**src/rtl/ct_ciu_ebiuif_crcd_sched_pkg.sv**
```systemverilog
// Shared CIU definitions for the CR/CD snoop-response scheduler.
// Latency: n/a (constants only).
// Backpressure: n/a.
package ct_ciu_ebiuif_crcd_sched_pkg;

  // Snoop source identifiers as stored in the CR order queue
  localparam logic [1:0] SRC_SNB0 = 2'd0;
  localparam logic [1:0] SRC_SNB1 = 2'd1;
  localparam logic [1:0] SRC_CTCQ = 2'd2;

  // CRRESP bit positions
  localparam int DATA_TRANSFER = 0;
  localparam int ERROR         = 1;
  localparam int PASS_DIRTY    = 2;
  localparam int IS_SHARED     = 3;
  localparam int WAS_UNIQUE    = 4;

  // Default depth of both order queues
  localparam int CR_DEPTH_DFLT = 4;

endpackage

```
**src/rtl/ct_ciu_crcd_order_fifo.sv**
```systemverilog
// Order FIFO holding source IDs; head is read straight from storage flops.
// Latency: a push is visible at the head the cycle after it is written.
// Backpressure: caller must not push when full or pop when empty.
module ct_ciu_crcd_order_fifo #(
  parameter int ID_W  = 2,
  parameter int DEPTH = 4
) (
  input  logic            clk,
  input  logic            rst,
  input  logic            push,
  input  logic [ID_W-1:0] push_id,
  input  logic            pop,
  output logic [ID_W-1:0] head_id,
  output logic            full,
  output logic            empty
);

  localparam int PTR_W = $clog2(DEPTH);
  localparam int CNT_W = PTR_W + 1;

  logic [ID_W-1:0]  mem [DEPTH];
  logic [PTR_W-1:0] wr_ptr;
  logic [PTR_W-1:0] rd_ptr;
  logic [CNT_W-1:0] count;

  // Storage, pointers (wrap naturally at power-of-two depth) and occupancy
  always_ff @(posedge clk or posedge rst) begin
    if (rst) begin
      wr_ptr <= '0;
      rd_ptr <= '0;
      count  <= '0;
      for (int i = 0; i < DEPTH; i++) mem[i] <= '0;
    end else begin
      if (push) begin
        mem[wr_ptr] <= push_id;
        wr_ptr      <= wr_ptr + 1'b1;
      end
      if (pop) rd_ptr <= rd_ptr + 1'b1;
      case ({push, pop})
        2'b10:   count <= count + 1'b1;
        2'b01:   count <= count - 1'b1;
        default: count <= count;
      endcase
    end
  end

  assign head_id = mem[rd_ptr];
  assign full    = (count == CNT_W'(DEPTH));
  assign empty   = (count == '0);

endmodule

```
**src/rtl/ct_ciu_ebiuif_crcd_sched.sv**
```systemverilog
// Returns snoop CR in AC-grant order and CD in data-CR order to the EBIU (CTCQ source under CIU_CTC_SNOOP_EN).
// Latency: queued IDs reach the head one cycle after push; source-to-EBIU paths are combinational.
// Backpressure: sched_ac_stall when CR queue full; data CR held while CD queue full.
module ct_ciu_ebiuif_crcd_sched
  import ct_ciu_ebiuif_crcd_sched_pkg::*;
#(
  parameter int CR_DEPTH = CR_DEPTH_DFLT
) (
  input  logic         forever_cpuclk,
  input  logic         cpurst,
  input  logic [2:0]   ac_grant_id,
  input  logic         snb0_crvalid,
  input  logic         snb1_crvalid,
  input  logic         ctcq_crvalid,
  input  logic [4:0]   snb0_crresp,
  input  logic [4:0]   snb1_crresp,
  input  logic [4:0]   ctcq_crresp,
  output logic         sched_snb0_cr_grant,
  output logic         sched_snb1_cr_grant,
  output logic         sched_ctcq_cr_grant,
  input  logic         snb0_cdvalid,
  input  logic         snb1_cdvalid,
  input  logic [127:0] snb0_cddata,
  input  logic [127:0] snb1_cddata,
  input  logic         snb0_cdlast,
  input  logic         snb1_cdlast,
  output logic         sched_snb0_cd_grant,
  output logic         sched_snb1_cd_grant,
  output logic         ebiuif_ebiu_crvalid,
  output logic [4:0]   ebiuif_ebiu_crresp,
  input  logic         ebiu_ebiuif_cr_grant,
  output logic         ebiuif_ebiu_cdvalid,
  output logic [127:0] ebiuif_ebiu_cddata,
  output logic         ebiuif_ebiu_cdlast,
  input  logic         ebiu_ebiuif_cd_grant,
  output logic         sched_ac_stall
);

  logic       cr_push, cr_pop, cr_full, cr_empty;
  logic [1:0] cr_push_id, cr_src;
  logic       cd_push, cd_pop, cd_full, cd_empty;
  logic       cd_src;
  logic       src_crvalid;
  logic [4:0] src_crresp;
  logic       cr_is_data, cd_block, cr_hs, cd_hs;

  // Encode the one-hot AC grant into a queued source ID
  always_comb begin
    cr_push    = 1'b0;
    cr_push_id = SRC_SNB0;
    if (ac_grant_id[0]) begin
      cr_push    = 1'b1;
      cr_push_id = SRC_SNB0;
    end else if (ac_grant_id[1]) begin
      cr_push    = 1'b1;
      cr_push_id = SRC_SNB1;
    end
`ifdef CIU_CTC_SNOOP_EN
    else if (ac_grant_id[2]) begin
      cr_push    = 1'b1;
      cr_push_id = SRC_CTCQ;
    end
`endif
  end

  ct_ciu_crcd_order_fifo #(.ID_W(2), .DEPTH(CR_DEPTH)) u_cr_q (
    .clk     (forever_cpuclk),
    .rst     (cpurst),
    .push    (cr_push),
    .push_id (cr_push_id),
    .pop     (cr_pop),
    .head_id (cr_src),
    .full    (cr_full),
    .empty   (cr_empty)
  );

  // Select the CR source named by the CR queue head
  always_comb begin
    src_crvalid = 1'b0;
    src_crresp  = '0;
    case (cr_src)
      SRC_SNB0: begin src_crvalid = snb0_crvalid; src_crresp = snb0_crresp; end
      SRC_SNB1: begin src_crvalid = snb1_crvalid; src_crresp = snb1_crresp; end
`ifdef CIU_CTC_SNOOP_EN
      SRC_CTCQ: begin src_crvalid = ctcq_crvalid; src_crresp = ctcq_crresp; end
`endif
      default: ;
    endcase
  end

  // CTCQ never returns snoop data through this block, so only snb responses count as data
  assign cr_is_data = src_crresp[DATA_TRANSFER] && (cr_src != SRC_CTCQ);
  assign cd_block   = cr_is_data && cd_full;

  assign ebiuif_ebiu_crvalid = !cr_empty && src_crvalid && !cd_block;
  assign ebiuif_ebiu_crresp  = cr_empty ? 5'd0 : src_crresp;
  assign cr_hs               = ebiuif_ebiu_crvalid && ebiu_ebiuif_cr_grant;
  assign cr_pop              = cr_hs;

  assign sched_snb0_cr_grant = cr_hs && (cr_src == SRC_SNB0);
  assign sched_snb1_cr_grant = cr_hs && (cr_src == SRC_SNB1);
`ifdef CIU_CTC_SNOOP_EN
  assign sched_ctcq_cr_grant = cr_hs && (cr_src == SRC_CTCQ);
`else
  assign sched_ctcq_cr_grant = 1'b0;
  logic unused_ctcq;
  assign unused_ctcq = ^{ctcq_crvalid, ctcq_crresp};
`endif

  assign sched_ac_stall = cr_full;

  // A data-carrying CR records its source so CD follows CR order
  assign cd_push = cr_hs && cr_is_data;

  ct_ciu_crcd_order_fifo #(.ID_W(1), .DEPTH(CR_DEPTH)) u_cd_q (
    .clk     (forever_cpuclk),
    .rst     (cpurst),
    .push    (cd_push),
    .push_id (cr_src[0]),
    .pop     (cd_pop),
    .head_id (cd_src),
    .full    (cd_full),
    .empty   (cd_empty)
  );

  // Forward the CD beat of the source at the CD queue head
  always_comb begin
    ebiuif_ebiu_cdvalid = 1'b0;
    ebiuif_ebiu_cddata  = '0;
    ebiuif_ebiu_cdlast  = 1'b0;
    if (!cd_empty) begin
      if (cd_src) begin
        ebiuif_ebiu_cdvalid = snb1_cdvalid;
        ebiuif_ebiu_cddata  = snb1_cddata;
        ebiuif_ebiu_cdlast  = snb1_cdlast;
      end else begin
        ebiuif_ebiu_cdvalid = snb0_cdvalid;
        ebiuif_ebiu_cddata  = snb0_cddata;
        ebiuif_ebiu_cdlast  = snb0_cdlast;
      end
    end
  end

  assign cd_hs               = ebiuif_ebiu_cdvalid && ebiu_ebiuif_cd_grant;
  assign cd_pop              = cd_hs && ebiuif_ebiu_cdlast;
  assign sched_snb0_cd_grant = cd_hs && !cd_src;
  assign sched_snb1_cd_grant = cd_hs && cd_src;

  // Upstream contract: at most one AC per cycle and none while stalled
  a_ac_onehot: assert property (@(posedge forever_cpuclk) disable iff (cpurst)
    $onehot0(ac_grant_id));
  a_ac_no_push_stalled: assert property (@(posedge forever_cpuclk) disable iff (cpurst)
    !((ac_grant_id != 3'd0) && sched_ac_stall));

endmodule

```
**config.mk**
```make
export PLATFORM = sky130hd
export DESIGN_NAME = ct_ciu_ebiuif_crcd_sched
export DESIGN_NICKNAME = d
export VERILOG_FILES = /design/src/rtl/ct_ciu_ebiuif_crcd_sched_pkg.sv /design/src/rtl/ct_ciu_crcd_order_fifo.sv /design/src/rtl/ct_ciu_ebiuif_crcd_sched.sv
export SDC_FILE = /design/constraint.sdc
export NUM_CORES = 1
export LEC_CHECK = 0
export BUFFER_PORTS_ARGS = -buffer_cell sky130_fd_sc_hd__buf_2
export CORE_AREA = 3 3 164 166
export CTS_CLUSTER_SIZE = 25
export DETAILED_ROUTE_END_ITERATION = 10
export DIE_AREA = 0 0 167 169
export HOLD_SLACK_MARGIN = 0.08
export PLACE_DENSITY = 0.47
export SLEW_MARGIN = 5
export SYNTH_ARGS = -nofsm -noshare
export SYNTH_HDL_FRONTEND = slang
export SYNTH_SLANG_ARGS = --single-unit
```
**constraint.sdc**
```tcl
create_clock -name forever_cpuclk -period 2.5 [get_ports forever_cpuclk]
set_input_delay 0.25 -clock forever_cpuclk [delete_from_list [all_inputs] [get_ports forever_cpuclk]]
set_output_delay 0.25 -clock forever_cpuclk [all_outputs]
set_load 0.01 [all_outputs]
```
# ---- Yosys cells after proc, flatten, opt, wreduce, memory -nomap -nowiden
# Index checks and enable logic that the tools add are counted.
dict set report op_classes {
  addsub 8
  multipliers 0
  div_mod_pow 0
  n_lt_le_gt_ge 6
  n_eq_ne 8
  shifts 0
  n_mux 27
  bitwise_logic 4
  reduce_logical 22
}
# op n
set ops {}
lappend ops {{128-bit 2-to-1 mux} 2}
lappend ops {{1-bit logical AND} 14}
lappend ops {{3-bit greater-or-equal comparator (second input constant)} 4}
lappend ops {{2-bit inverter with 3-bit output} 4}
lappend ops {{3-bit one-hot mux with 2 select lines} 2}
lappend ops {{1-bit 2-to-1 mux} 11}
lappend ops {{5-bit one-hot mux with 2 select lines} 1}
lappend ops {{2-bit by 1-bit adder with 2-bit output (second input constant)} 4}
lappend ops {{8-bit bitwise mux} 1}
lappend ops {{3-bit by 1-bit adder with 3-bit output (second input constant)} 2}
lappend ops {{2-bit by 1-bit equality test with 1-bit output (second input constant)} 3}
lappend ops {{3-bit equality test (second input constant)} 2}
lappend ops {{3-bit logical NOT} 2}
lappend ops {{3-bit by 1-bit < comparator with 1-bit output (second input constant)} 2}
lappend ops {{2-bit 2-to-1 mux} 3}
lappend ops {{3-bit by 1-bit subtractor with 3-bit output (second input constant)} 2}
lappend ops {{5-bit 2-to-1 mux} 1}
lappend ops {{2-bit binary-select mux with 2-bit select} 1}
lappend ops {{4-bit bitwise mux} 1}
lappend ops {{2-bit demux with 2-bit select} 1}
lappend ops {{2-bit equality test (second input constant)} 2}
lappend ops {{2-bit nonzero test} 2}
lappend ops {{1-bit logical NOT} 3}
lappend ops {{1-bit binary-select mux with 2-bit select} 1}
lappend ops {{other kinds (4)} 4}
dict set report totals {
  ff_bits 26
  latch_bits 0
  ramBits 0
  romBits 0
  inputBits 285
  output_inout_bits 142
  word_cells 89
  n_memories 0
}

# ---- Longest topological paths before layout
dict set report logic_depth {
  depth_word 14
  ltp_mapped 11
  mapped_depth_nobuf 10
}

# ---- Hierarchy
# From an unflattened synthesis, not the netlist that was laid out.
dict set report hier_totals {
  hier_cells 424
  area_unflattened_um2 3601.0
}
# mod instances cells_each area_per_inst_um2 seq_area_each_um2
set by_module_without_submodules {}
lappend by_module_without_submodules {ct_ciu_ebiuif_crcd_sched 1 321 2299.7 0.0}
lappend by_module_without_submodules {{ct_ciu_crcd_order_fifo at u_cr_q} 1 56 737.0 375.4}
lappend by_module_without_submodules {{ct_ciu_crcd_order_fifo at u_cd_q} 1 47 564.3 275.3}

# ---- Least setup slack after synthesis
# Ideal clock, no wire load.
dict set report synth_path {
  path_type {register -> register}
  from {reg u_cr_q.rd_ptr[0]}
  to {reg u_cr_q.count[2]}
  setup_ps 79
  arrival_ps 2496
  required_ps 2421
  slack_ps -75
  path_stages_with_launch 11
  n_path_buf 1
  period_less_slack_ps 2575
  path_cell_list {dfrtp_1 -> mux4_2 -> buf_6 -> and4bb_4 -> or2_4 -> ha_1 -> inv_1 -> fa_1 -> xor2_1 -> nor2_1 -> xor2_1}
}
dict set report synth_via {
  elab_chain_cells 13
  word_cells_on_any_way 19
  classes_between {eq/ne: 4; mux: 6; bitwise: 1; reduce/logical: 8}
}
# element line
set synth_lines {}
lappend synth_lines {{from (decl)} ct_ciu_crcd_order_fifo.sv:23} ;# logic [PTR_W-1:0] rd_ptr;
lappend synth_lines {{from (signal assigned)} ct_ciu_crcd_order_fifo.sv:38} ;# if (pop) rd_ptr <= rd_ptr + 1'b1;
lappend synth_lines {{2-bit inverter with 3-bit output (not written as such) *} ct_ciu_crcd_order_fifo.sv:47} ;# assign head_id = mem[rd_ptr];
lappend synth_lines {{2-bit binary-select mux with 2-bit select *} ct_ciu_crcd_order_fifo.sv:47}
lappend synth_lines {{2-bit 2-to-1 mux (not written as such) * (2 in a row)} ct_ciu_crcd_order_fifo.sv:47}
lappend synth_lines {{2-bit by 1-bit equality test with 1-bit output / 2-bit logical NOT (equally long branches)} ct_ciu_ebiuif_crcd_sched.sv:81} ;# case (cr_src)
lappend synth_lines {{5-bit one-hot mux with 2 select lines} ct_ciu_ebiuif_crcd_sched.sv:81}
lappend synth_lines {{1-bit logical AND} ct_ciu_ebiuif_crcd_sched.sv:92} ;# assign cr_is_data = src_crresp[DATA_TRANSFER] && (cr_src != SRC_CTCQ);
lappend synth_lines {{1-bit logical AND} ct_ciu_ebiuif_crcd_sched.sv:93} ;# assign cd_block = cr_is_data && cd_full;
lappend synth_lines {{1-bit logical NOT} ct_ciu_ebiuif_crcd_sched.sv:95} ;# assign ebiuif_ebiu_crvalid = !cr_empty && src_crvalid && !cd_block;
lappend synth_lines {{1-bit logical AND *} ct_ciu_ebiuif_crcd_sched.sv:95}
lappend synth_lines {{1-bit logical AND *} ct_ciu_ebiuif_crcd_sched.sv:97} ;# assign cr_hs = ebiuif_ebiu_crvalid && ebiu_ebiuif_cr_grant;
lappend synth_lines {{2-bit by 1-bit equality test with 1-bit output / 2-bit equality test (equally long branches)} ct_ciu_crcd_order_fifo.sv:39} ;# case ({push, pop})
lappend synth_lines {{3-bit one-hot mux with 2 select lines / 2-bit nonzero test (equally long branches)} n/a}
lappend synth_lines {{to (signal assigned)} ct_ciu_crcd_order_fifo.sv:40} ;# 2'b10: count <= count + 1'b1;
lappend synth_lines {{to (signal assigned)} ct_ciu_crcd_order_fifo.sv:41} ;# 2'b01: count <= count - 1'b1;
lappend synth_lines {{to (signal assigned)} ct_ciu_crcd_order_fifo.sv:42} ;# default: count <= count;
lappend synth_lines {{to (decl)} ct_ciu_crcd_order_fifo.sv:24} ;# logic [CNT_W-1:0] count;
# Every way passes the cells marked *; elsewhere a longest branch is shown, timed or not. The select of a mux whose other input is x is not followed.
# A chain may end at the register's enable or synchronous reset.

# ---- Final worst setup path
dict set report layout_path {
  from {reg u_cd_q.rd_ptr[1]}
  to {out ebiuif_ebiu_cddata[96]}
}
dict set report layout_via {
  elab_chain_cells 6
}
# element line
set layout_lines {}
lappend layout_lines {{from (decl)} ct_ciu_crcd_order_fifo.sv:23}
lappend layout_lines {{from (signal assigned)} ct_ciu_crcd_order_fifo.sv:38}
lappend layout_lines {{2-bit inverter with 3-bit output (not written as such)} ct_ciu_crcd_order_fifo.sv:47}
lappend layout_lines {{1-bit binary-select mux with 2-bit select} ct_ciu_crcd_order_fifo.sv:47}
lappend layout_lines {{1-bit 2-to-1 mux (not written as such) (2 in a row)} ct_ciu_crcd_order_fifo.sv:47}
lappend layout_lines {{128-bit 2-to-1 mux} ct_ciu_ebiuif_crcd_sched.sv:132} ;# if (cd_src) begin
lappend layout_lines {{128-bit 2-to-1 mux} ct_ciu_ebiuif_crcd_sched.sv:131} ;# if (!cd_empty) begin
lappend layout_lines {{to (decl)} ct_ciu_ebiuif_crcd_sched.sv:33} ;# output logic [127:0] ebiuif_ebiu_cddata,
# Every way passes these cells. The select of a mux whose other input is x is not followed.

==> metrics.md <==
| Metric | Value |
|---|---|
| Placed cells | 1306 |
| TritonCTS Buffers | 3 |
| Setup Skew | 1.60 ps |
| Class of the worst hold path | in2async |
| Clk root buf | clkbuf_16 |
| Cell mode on critical path | buf_4 |
| Total gr overflow | 0 |
| Final antenna-violating net count | 0 |
| Critical Path Sink Type | output port |
| Cell count after synthesis | 567 |
| Top-count cell post-synth | nand2_1 |
| Cell-internal power | 2.86 mW |
| CTS tree | done |
| Fin nets | 1279 |
| P&R area growth vs syn | 84.1% |
| Crit share post-route | 105% |
| Vias/cell | 4.04 |
| Largest net degree at the start of global routing | 77 |
| Yosys top cell by area | nand2_1 |
| Initial DRC count | 300 |
| Routed via count | 5332 |
| Total Wirelength | 20.4 mm |
| Synthesized flop and latch total | 22 |
| Maxcap violations | 0 |
| PortBufs | 418 |
| Synthesized cell area | 3330 µm² |
| Layout cells sized above 1 | 49.6% |
| Fin cells | 1319 |
| Clock power frac | 5.6% |
| DIE WIDTH | 167 µm |
| Reg power frac | 11.7% |
| Primary FF master, synth | dfrtp_1 |
| Drt first pass iters | 5 |
| First-pass GRT wire length | 29.2 mm |
| Final setup viols | 4 |
| DR WL/cell | 15.5 µm |
| Max Fanout on Critical Path | 76 |
| PwrDens | 947 nW/µm² |
| Initial antenna violation count | 9 |
| Worst path top cell family by delay | buffers and inverters |
| Comb power frac | 82.6% |
| Worst-margin pin slew | 881 ps |
| Max incr delay on CP | 580 ps |
| Post-synth EDFFs | 0 |
| Slew Limit Headroom | 41.2% |
| Reg clk slew, reported paths | 60 ps |
| Clock period minus worst slack | 2630 ps |
| P_sw | 2.95 mW |
| Die Ht | 169 µm |
| RSZ-0062 raised after global routing | yes |
| Largest cells by area after synthesis | nand2_1 29%, a21oi_1 20%, dfrtp_1 17% |
| Final Max Tran Viols | 0 |
| Ports | 427 |
| Lkg Pwr | 3.37 nW |
| Status | complete, but fails checks |
| Seq/Total Area, Yosys | 16.5% |
| Distinct cell type count after synthesis | 41 |
| CP required | 2250 ps |
| H-tree lvl count | 1 |
| CP Class | reg2out |
| WP data arrival | 2380 ps |
| CTS sink count | 22 |
| Crit path cell chain | mux4_4, buf_4, nand2_1, a21oi_1, buf_4, buf_2 |
| Vias in the first global route | 4995 |
| PnR worst setup slack | -127 ps |
| Worst path slowest cell | buf_4 |
| Ys async rst share | 100% |
| Final Hold Viols | 0 |
| Core footprint | 25800 µm² |
| Failing checks | setup timing |
| Element type at the critical path start | flop |
| Syn Nets | 864 |
| Detailed placement HPWL | 17.1 mm |
| Fin util | 23.8% |
| Gr usage total | 12.8% |
| Switching share of total power | 50.8% |
| Synth warnings | 0 |
| Remaining DRCs | 0 |
| Syn avg cell area | 5.87 µm² |
| Gpl congestion | 0.802 |
| Clk_lat worst skew | 250 ps |
| Post-synth top area share | 29.3% |
| Max VDD drop | 0.000470 V |
| Max Freq | 0.381 GHz |
| Synth cell count leaders | 260 x nand2_1, 136 x a21oi_1, 24 x clkbuf_1 |
| Row cnt | 59 |
| Initial Utilization | 12.9% |
| CP bufs+invs | 3 |
| CTS max path bufs | 2 |
| Die area | 28200 µm² |
-- cell type report --
cell class / instances / area, µm²
Fill cell: 2998 / 19600
Sequential cell: 22 / 551
Tap cell: 335 / 419
Antenna cell: 4 / 10.0
Clock buffer: 3 / 75.1
Inverter: 11 / 41.3
Timing Repair Buffer: 455 / 2460
Multi-Input combinational cell: 489 / 2570
-- cell families after synthesis --
family | count (synthesis) | synth area share (%)
and+or+nand+nor | 295 | 36.5
AOI/OAI and AO/OA | 146 | 23.2
buffers and inverters | 56 | 7.37
muxes | 24 | 8.42
DFF | 22 | 16.5
adders and majority gates | 12 | 4.96
xor gates and xnor gates | 11 | 2.89
other | 1 | 0.113
-- path summary, 6_finish.rpt --
| kind | start | end | slack (ps) | depth (start not counted) |
|---|---|---|---|---|
| worst max register to register | u_cd_q.rd_ptr[1] | u_cd_q.count[2] | -120 | 10 |
| min in group forever_cpuclk | ac_grant_id[0] | u_cr_q.mem[6] | 230 | 2 |
| max in group asynchronous | cpurst | u_cd_q.count[0] | 1780 | 2 |
| worst min-delay path | cpurst | u_cr_q.count[1] | 180 | 2 |
| worst min register to register | u_cr_q.count[2] | u_cr_q.count[2] | 520 | 1 |
| worst max-delay path | u_cd_q.rd_ptr[1] | ebiuif_ebiu_cddata[96] | -130 | 6 |
-- layer usage --
layer  vias up  routed length (µm)  GRT usage (%)
met5         -                  23              0
met4         4                 165           2.01
met3        16                1740           2.59
met2       258                9690           21.5
met1      2360                8800           17.3
li1       2694                   -              -
-- flip-flops by register name (all words and copies together) (netlist names) --
register / count
u_cd_q.count: 3
u_cd_q.mem: 4
u_cd_q.rd_ptr: 2
u_cd_q.wr_ptr: 2
u_cr_q.count: 3
u_cr_q.mem: 4
u_cr_q.rd_ptr: 2
u_cr_q.wr_ptr: 2
-- placed cells by master (no fill, tap or decap), types with 2 or more instances in the layout --
cell and n:
a21o_1 4, a21oi_1 136, and4_4 2, buf_12 4
buf_2 418, buf_4 31, clkbuf_16 4, dfrtp_1 22
diode_2 4, fa_2 2, ha_1 8, inv_1 9
inv_2 2, mux2_2 6, mux2_4 2, mux2i_1 11
mux2i_2 2, nand2_1 260, nand3_1 3, nor2_1 13
nor3b_1 2, or3_1 2, xnor2_1 6, xor2_1 5
-- power groups by stage --
stage	Sequential [mW]	Combinational [mW]	Clock [mW]
finish	0.681	4.80	0.328
global route	0.706	5.32	0.360
CTS	0.682	4.76	0.341
detailed placement	0.686	4.73	0
global placement	0.684	4.72	0
floorplan	0.678	2.77	0
-- worst reg2reg max path, delay by kind of cell (launching register included) --
kind	cells	cell delay [ps]
multiplexers	2	840
adder cells (fa/ha/maj)	2	510
AND/OR/NAND/NOR	3	490
flip-flops	1	370
XOR/XNOR	2	310
buffers and inverters	1	40
-- per-stage QoR --
stage / hold slack [ps] / power [mW] / instance area [µm²] / setup slack (ps) / setup TNS, ps
6_report: 178 / 5.80 / 6130 / -127 / -324
5_1_grt: 258 / 6.39 / 6120 / -304 / -4950
4_1_cts: 226 / 5.78 / 6050 / -116 / -264
3_5_place_dp: 496 / 5.41 / 5950 / -122 / -122
3_3_place_gp: 494 / 5.40 / 5950 / -94.2 / -94.2
2_1_floorplan: 239 / 3.44 / 3350 / -30.7 / -30.7
-- what timing repair did --
item                       in CTS  in global routing
pin swaps                       3                  4
buffers inserted                3                  2
setup endpoints to repair       7                 73
gates resized for setup         2                  8
cloned                          0                  1
hold buffers                    0                  0
Power figures use the tool's default switching activity.
